### config.mk
export PLATFORM = sky130hd
export DESIGN_NAME = muldiv_seq_flat
export DESIGN_NICKNAME = d
export VERILOG_FILES = /design/src/rtl/muldiv_seq_pkg.sv /design/src/rtl/muldiv_seq_if.sv /design/src/rtl/muldiv_seq_alu.sv /design/src/rtl/muldiv_seq.sv /design/src/flat_wrapper.sv
export SDC_FILE = /design/constraint.sdc
export NUM_CORES = 1
export LEC_CHECK = 0
export ABC_CLOCK_PERIOD_IN_PS = 10550
export CAP_MARGIN = 20
export CELL_PAD_IN_SITES_DETAIL_PLACEMENT = 1
export CELL_PAD_IN_SITES_GLOBAL_PLACEMENT = 1
export CORE_UTILIZATION = 46
export DETAILED_ROUTE_END_ITERATION = 7
export GPL_TIMING_DRIVEN = 0
export HOLD_SLACK_MARGIN = 0.12
export PLACE_DENSITY_LB_ADDON = 0.3
export RECOVER_POWER = 100
export SYNTH_ARGS = -nofsm -noshare
export SYNTH_HDL_FRONTEND = slang
export SYNTH_SLANG_ARGS = --single-unit
### constraint.sdc
create_clock -name clk -period 10.55 [get_ports clk]
set_input_delay 3.165 -clock clk [delete_from_list [all_inputs] [get_ports clk]]
set_output_delay 3.165 -clock clk [all_outputs]
set_load 0.02 [all_outputs]
### src/rtl/muldiv_seq_pkg.sv
// muldiv_seq shared definitions.
// Operation codes, FSM states and ALU control codes.
package muldiv_seq_pkg;

    localparam logic MD_OP_MULTU = 1'b0;
    localparam logic MD_OP_DIVU  = 1'b1;

    typedef enum logic [1:0] {
        MD_ST_IDLE = 2'd0,
        MD_ST_RUN  = 2'd1,
        MD_ST_DONE = 2'd2
    } md_st_e;

    typedef enum logic [1:0] {
        ALU_C_ADD = 2'd0,
        ALU_C_SUB = 2'd1,
        ALU_C_AND = 2'd2,
        ALU_C_OR  = 2'd3
    } alu_c_e;

endpackage

### src/rtl/muldiv_seq_if.sv
// muldiv_seq request/result bundle.
// master drives requests, slave is the sequencer.
interface muldiv_seq_if #(
    parameter int WIDTH = 32
);
    logic             start;
    logic             op;
    logic [WIDTH-1:0] a;
    logic [WIDTH-1:0] b;
    logic             busy;
    logic             done;
    logic [WIDTH-1:0] hi;
    logic [WIDTH-1:0] lo;

    modport master (
        output start, op, a, b,
        input  busy, done, hi, lo
    );

    modport slave (
        input  start, op, a, b,
        output busy, done, hi, lo
    );
endinterface

### src/rtl/muldiv_seq_alu.sv
// Core ALU instance used by the sequencer.
// Pure combinational add/sub/logic unit.
module muldiv_seq_alu
    import muldiv_seq_pkg::*;
#(
    parameter int WIDTH = 32
) (
    input  alu_c_e           alu_c,
    input  logic [WIDTH-1:0] operand1,
    input  logic [WIDTH-1:0] operand2,
    output logic [WIDTH-1:0] result
);

    // Select the ALU function
    always_comb begin
        result = '0;
        unique case (alu_c)
            ALU_C_ADD: result = operand1 + operand2;
            ALU_C_SUB: result = operand1 - operand2;
            ALU_C_AND: result = operand1 & operand2;
            ALU_C_OR:  result = operand1 | operand2;
        endcase
    end

endmodule

### src/rtl/muldiv_seq.sv
// Multi-cycle unsigned MULTU/DIVU sequencer.
// Shift-add multiply, restoring divide, one ALU.
module muldiv_seq
    import muldiv_seq_pkg::*;
#(
    parameter int WIDTH = 32,
    parameter int CNT_W = 5
) (
    input logic         clk,
    input logic         rst_n,
    muldiv_seq_if.slave bus
);

    md_st_e             state, state_n;
    logic [WIDTH-1:0]   hi, lo, hi_n, lo_n;
    logic [WIDTH-1:0]   opnd, opnd_n;
    logic               op_q, op_n;
    logic [CNT_W-1:0]   cnt, cnt_n;
    alu_c_e             alu_c;
    logic [WIDTH-1:0]   op1, op2, alu_res;
    logic [WIDTH-1:0]   r;
    logic               carry;

    muldiv_seq_alu #(.WIDTH(WIDTH)) u_alu (
        .alu_c    (alu_c),
        .operand1 (op1),
        .operand2 (op2),
        .result   (alu_res)
    );

    assign r        = {hi[WIDTH-2:0], lo[WIDTH-1]};
    assign carry    = alu_res < hi;
    assign bus.busy = (state == MD_ST_RUN);
    assign bus.done = (state == MD_ST_DONE);
    assign bus.hi   = hi;
    assign bus.lo   = lo;

    // FSM state register
    always_ff @(posedge clk) begin
        if (!rst_n) state <= MD_ST_IDLE;
        else        state <= state_n;
    end

    // Datapath registers: result, operand, op and step counter
    always_ff @(posedge clk) begin
        if (!rst_n) begin
            hi   <= '0;
            lo   <= '0;
            opnd <= '0;
            op_q <= 1'b0;
            cnt  <= '0;
        end else begin
            hi   <= hi_n;
            lo   <= lo_n;
            opnd <= opnd_n;
            op_q <= op_n;
            cnt  <= cnt_n;
        end
    end

    // Next state, iteration step and ALU drive
    always_comb begin
        state_n = state;
        hi_n    = hi;
        lo_n    = lo;
        opnd_n  = opnd;
        op_n    = op_q;
        cnt_n   = cnt;
        alu_c   = ALU_C_ADD;
        op1     = '0;
        op2     = '0;
        unique case (state)
            MD_ST_RUN: begin
                cnt_n = cnt + 1'b1;
                if (op_q == MD_OP_MULTU) begin
                    alu_c = ALU_C_ADD;
                    op1   = hi;
                    op2   = opnd;
                    if (lo[0])
                        {hi_n, lo_n} = {carry, alu_res, lo[WIDTH-1:1]};
                    else
                        {hi_n, lo_n} = {1'b0, hi, lo[WIDTH-1:1]};
                end else begin
                    alu_c = ALU_C_SUB;
                    op1   = r;
                    op2   = opnd;
                    if (hi[WIDTH-1] || (r >= opnd)) begin
                        hi_n = alu_res;
                        lo_n = {lo[WIDTH-2:0], 1'b1};
                    end else begin
                        hi_n = r;
                        lo_n = {lo[WIDTH-2:0], 1'b0};
                    end
                end
                if (cnt == CNT_W'(WIDTH - 1))
                    state_n = MD_ST_DONE;
            end
            default: begin
                if (bus.start) begin
                    op_n  = bus.op;
                    cnt_n = '0;
                    if (bus.op == MD_OP_MULTU) begin
                        hi_n    = '0;
                        lo_n    = bus.b;
                        opnd_n  = bus.a;
                        state_n = MD_ST_RUN;
                    end else if (bus.b != '0) begin
                        hi_n    = '0;
                        lo_n    = bus.a;
                        opnd_n  = bus.b;
                        state_n = MD_ST_RUN;
                    end else begin
                        hi_n    = bus.a;
                        lo_n    = '1;
                        state_n = MD_ST_DONE;
                    end
                end else if (state == MD_ST_DONE) begin
                    state_n = MD_ST_IDLE;
                end
            end
        endcase
    end

endmodule

### src/flat_wrapper.sv
// flat-port wrapper written by rule: the top's interface ports become plain ports
module muldiv_seq_flat import muldiv_seq_pkg::*;
#(
    parameter int WIDTH = 32,
    parameter int CNT_W = 5
)
  (clk, rst_n, bus_start, bus_op, bus_a, bus_b, bus_busy, bus_done, bus_hi, bus_lo);
  muldiv_seq_if #(.WIDTH(WIDTH)) bus_i ();
  input logic clk;
  input logic rst_n;
  input wire logic [$bits(bus_i.start)-1:0] bus_start;
  input wire logic [$bits(bus_i.op)-1:0] bus_op;
  input wire logic [$bits(bus_i.a)-1:0] bus_a;
  input wire logic [$bits(bus_i.b)-1:0] bus_b;
  output wire logic [$bits(bus_i.busy)-1:0] bus_busy;
  output wire logic [$bits(bus_i.done)-1:0] bus_done;
  output wire logic [$bits(bus_i.hi)-1:0] bus_hi;
  output wire logic [$bits(bus_i.lo)-1:0] bus_lo;
  assign bus_i.start = bus_start;
  assign bus_i.op = bus_op;
  assign bus_i.a = bus_a;
  assign bus_i.b = bus_b;
  assign bus_busy = bus_i.busy;
  assign bus_done = bus_i.done;
  assign bus_hi = bus_i.hi;
  assign bus_lo = bus_i.lo;
  muldiv_seq #(.WIDTH(WIDTH), .CNT_W(CNT_W)) u_core (.clk(clk), .rst_n(rst_n), .bus(bus_i));
endmodule
==> impl_metrics.py <==
metrics = {
    "outcome": {
        "status": "finished, final reports clean",
    },
    "global_route": {
        "grt_pass1_vias": 12700,
        "grt_max_degree": 19,
        "grt_pass1_wl_mm": 73.7,
        "grt_usage_pct": 39.3,
        "antenna_found_initial": 0,
        "overflow": 0,
    },
    "cells_and_area": {
        "final_cell_mix": "nand2_1 (163), mux2i_1 (153), o21ai_0 (128)",
        "register_area_sq_um": 2080,
        "insertedDiodeCount": 0,
        "final_util_pct": 55.7,
        "post-route-cell-area_sq_um": 13200,
        "nNetsFinal": 1788,
        "layout-drive-gt1-share_pct": 2.77,
        "multi_input_area_sq_um": 8400,
        "layout.filler_cells": 3067,
        "final_common_cell": "nand2_1",
        "syn_to_final_growth_pct": 17.8,
    },
    "detailed_routing": {
        "drtIter0Drc": 1060,
        "wl_met2_mm": 21.9,
        "wl_met3_mm": 3.72,
        "wl_met1_mm": 20.6,
        "first_pass_iters": 5,
        "drc": 0,
        "wl_per_cell_um": 25.0,
        "wirelength_mm": 48.7,
        "vias": 12600,
        "highest_layer": "met4",
        "ant_nets": 0,
        "via_per_inst": 6.45,
    },
    "sta": {
        "setup_violations": 0,
        "drv_slew": 0,
        "worstMarginPinSlew_ns": 1.43,
        "relSlewSlack_pct": 3.60,
        "skew_ns": 0.0106,
        "max_freq_mhz": 124,
        "setup_tns_ns": 0,
        "rsz0062_at_grt": "false",
        "min_period_ns": 8.09,
        "finalHoldViolations": 0,
        "holdWs_ns": 0.518,
        "post-route-period-util_pct": 76.7,
    },
    "cts": {
        "insertion_delay_ns": 0.37,
        "cts_resized": 0,
        "cts_sinks": 104,
        "htreeDepth": 3,
        "clockBufferDepth": 2,
        "cts_buffers": 9,
        "post_cts_buffers": 0,
        "root_buffer": "clkbuf_16",
        "cts_tree": "done",
        "hold_buffers": 0,
        "path_clk_slew_ns": 0.08,
    },
    "logic_synthesis": {
        "synth_nets": 1646,
        "synth_ff_type": "dfxtp_1",
        "ys_types": 74,
        "synth_edf_count": 0,
        "seq_area_frac_synth_pct": 18.6,
        "ys_warn_count": 0,
        "syn_inst": 1480,
        "postSynth.asyncResetShare_pct": 0,
        "syn_area_per_cell_sq_um": 7.57,
        "syn_area_sq_um": 11200,
        "ys_ff_latch": 104,
    },
    "placed_design": {
        "placed_cell_area_sq_um": 12900,
        "io_buffer_count": 131,
        "dpl.hpwl_mm": 38.8,
        "globalplace.congestion": 0.991,
    },
    "critical_path": {
        "critPathMaxStageDelay_ns": 0.61,
        "crit_top_cell": "clkbuf_1",
        "regToRegSetupSlack_ns": 2.46,
        "cp_slowest_cell": "a311oi_1",
        "setup.worst_path.end_class": "flip-flop",
        "required_ns": 10.85,
        "critPathKind": "reg2reg",
        "start_kind": "flip-flop",
        "path_max_fanout": 10,
        "cp.arrival_ns": 8.39,
    },
    "min_path": {
        "hp-class": "reg2reg",
    },
    "power": {
        "finalPower_w": 0.00159,
        "p_per_area_nw_per_um2": 120,
        "irDropWorstVdd_uv": 74.4,
        "leakagePower_nw": 5.46,
    },
    "flow_run": {
        "max-cap-violations": 0,
    },
    "floorplan": {
        "start_util_pct": 47.3,
        "core_area_sq_um": 23700,
        "die_area_sq_um": 25000,
        "ios": 134,
        "chipWidth_um": 158,
        "die_height_um": 158,
        "rows": 56,
    },
}
## cells in the mapped netlist (32+ instances only)
master	count	area (sq um)
nand2_1	163	612
mux2i_1	153	1530
o21ai_0	125	626
dfxtp_1	104	2080
nor2_1	102	383
a21oi_1	100	500
ha_1	97	1210
inv_1	83	312
clkbuf_1	73	274
o211ai_1	43	323
o21a_1	43	323
xnor2_1	36	315
o211a_1	32	320
## state kept, by name, indices dropped and copies added, names as in the netlist
| name | count |
|---|---|
| u_core.state | 2 |
| u_core.op_q | 1 |
| u_core.opnd | 32 |
| u_core.bus.lo | 32 |
| u_core.cnt | 5 |
| u_core.bus.hi | 32 |
## critical path: cells and delay by family (launching register included)
kind | cells | cell delay (ns)
buf+inv | 6 | 2.32
flops | 1 | 0.34
xor+xnor | 1 | 0.26
compound gates | 12 | 2.68
fa+ha+maj | 3 | 0.85
simple gates | 8 | 1.53
## where the power goes
part / internal [W] / switching (W)
Sequential: 0.000419 / 0.0000438
Combinational: 0.000291 / 0.000474
Clock: 0.000179 / 0.000180
Total: 0.000889 / 0.000697
## per-layer routing
layer	up-vias	GRT usage, %
li1	5724	-
met1	6081	49.6
met2	598	64.1
met3	157	6.65
met4	0	20.2
met5	-	0
## worst paths after layout
path,endpoint,cells after the start,start
worst max register to register,u_core.bus.hi[31]$_SDFFE_PN0P_,30,u_core.state[1]$_SDFFE_PN0P_
worst max-delay path,u_core.bus.hi[31]$_SDFFE_PN0P_,30,u_core.state[1]$_SDFFE_PN0P_
worst min register to register,u_core.cnt[4]$_SDFFE_PN0P_,2,u_core.cnt[4]$_SDFFE_PN0P_
worst min-delay path,u_core.cnt[4]$_SDFFE_PN0P_,2,u_core.cnt[4]$_SDFFE_PN0P_
## cell families (layout without fill, tap and decap cells)
family	Yosys count	in the layout	share of synthesized area (%)
compound gates	499	499	29.9
xor+xnor	45	45	3.65
fa+ha+maj	98	98	11.0
buf+inv	185	332	6.35
flops	104	104	18.6
mux	163	163	14.7
simple gates	386	386	15.8
## layout make-up
| class | count | area share [%] |
|---|---|---|
| buffer | 101 | 2.99 |
| clock buffer | 11 | 1.92 |
| clock inverter | 5 | 0.360 |
| inverter | 84 | 2.39 |
| multi-input combinational | 1191 | 63.6 |
| sequential | 104 | 15.8 |
| tap | 319 | 3.02 |
| timing repair buffer | 131 | 9.94 |
## through the flow
stage / setup slack, ns / std cells
after detailed placement: 2.83 / 1930
after floorplan: 4.87 / 1480
after global placement: 2.88 / 1930
after global routing: 2.00 / 1946
final: 2.46 / 1946
after CTS: 2.77 / 1946
No activity file was read; power rests on OpenSTA's default activity.
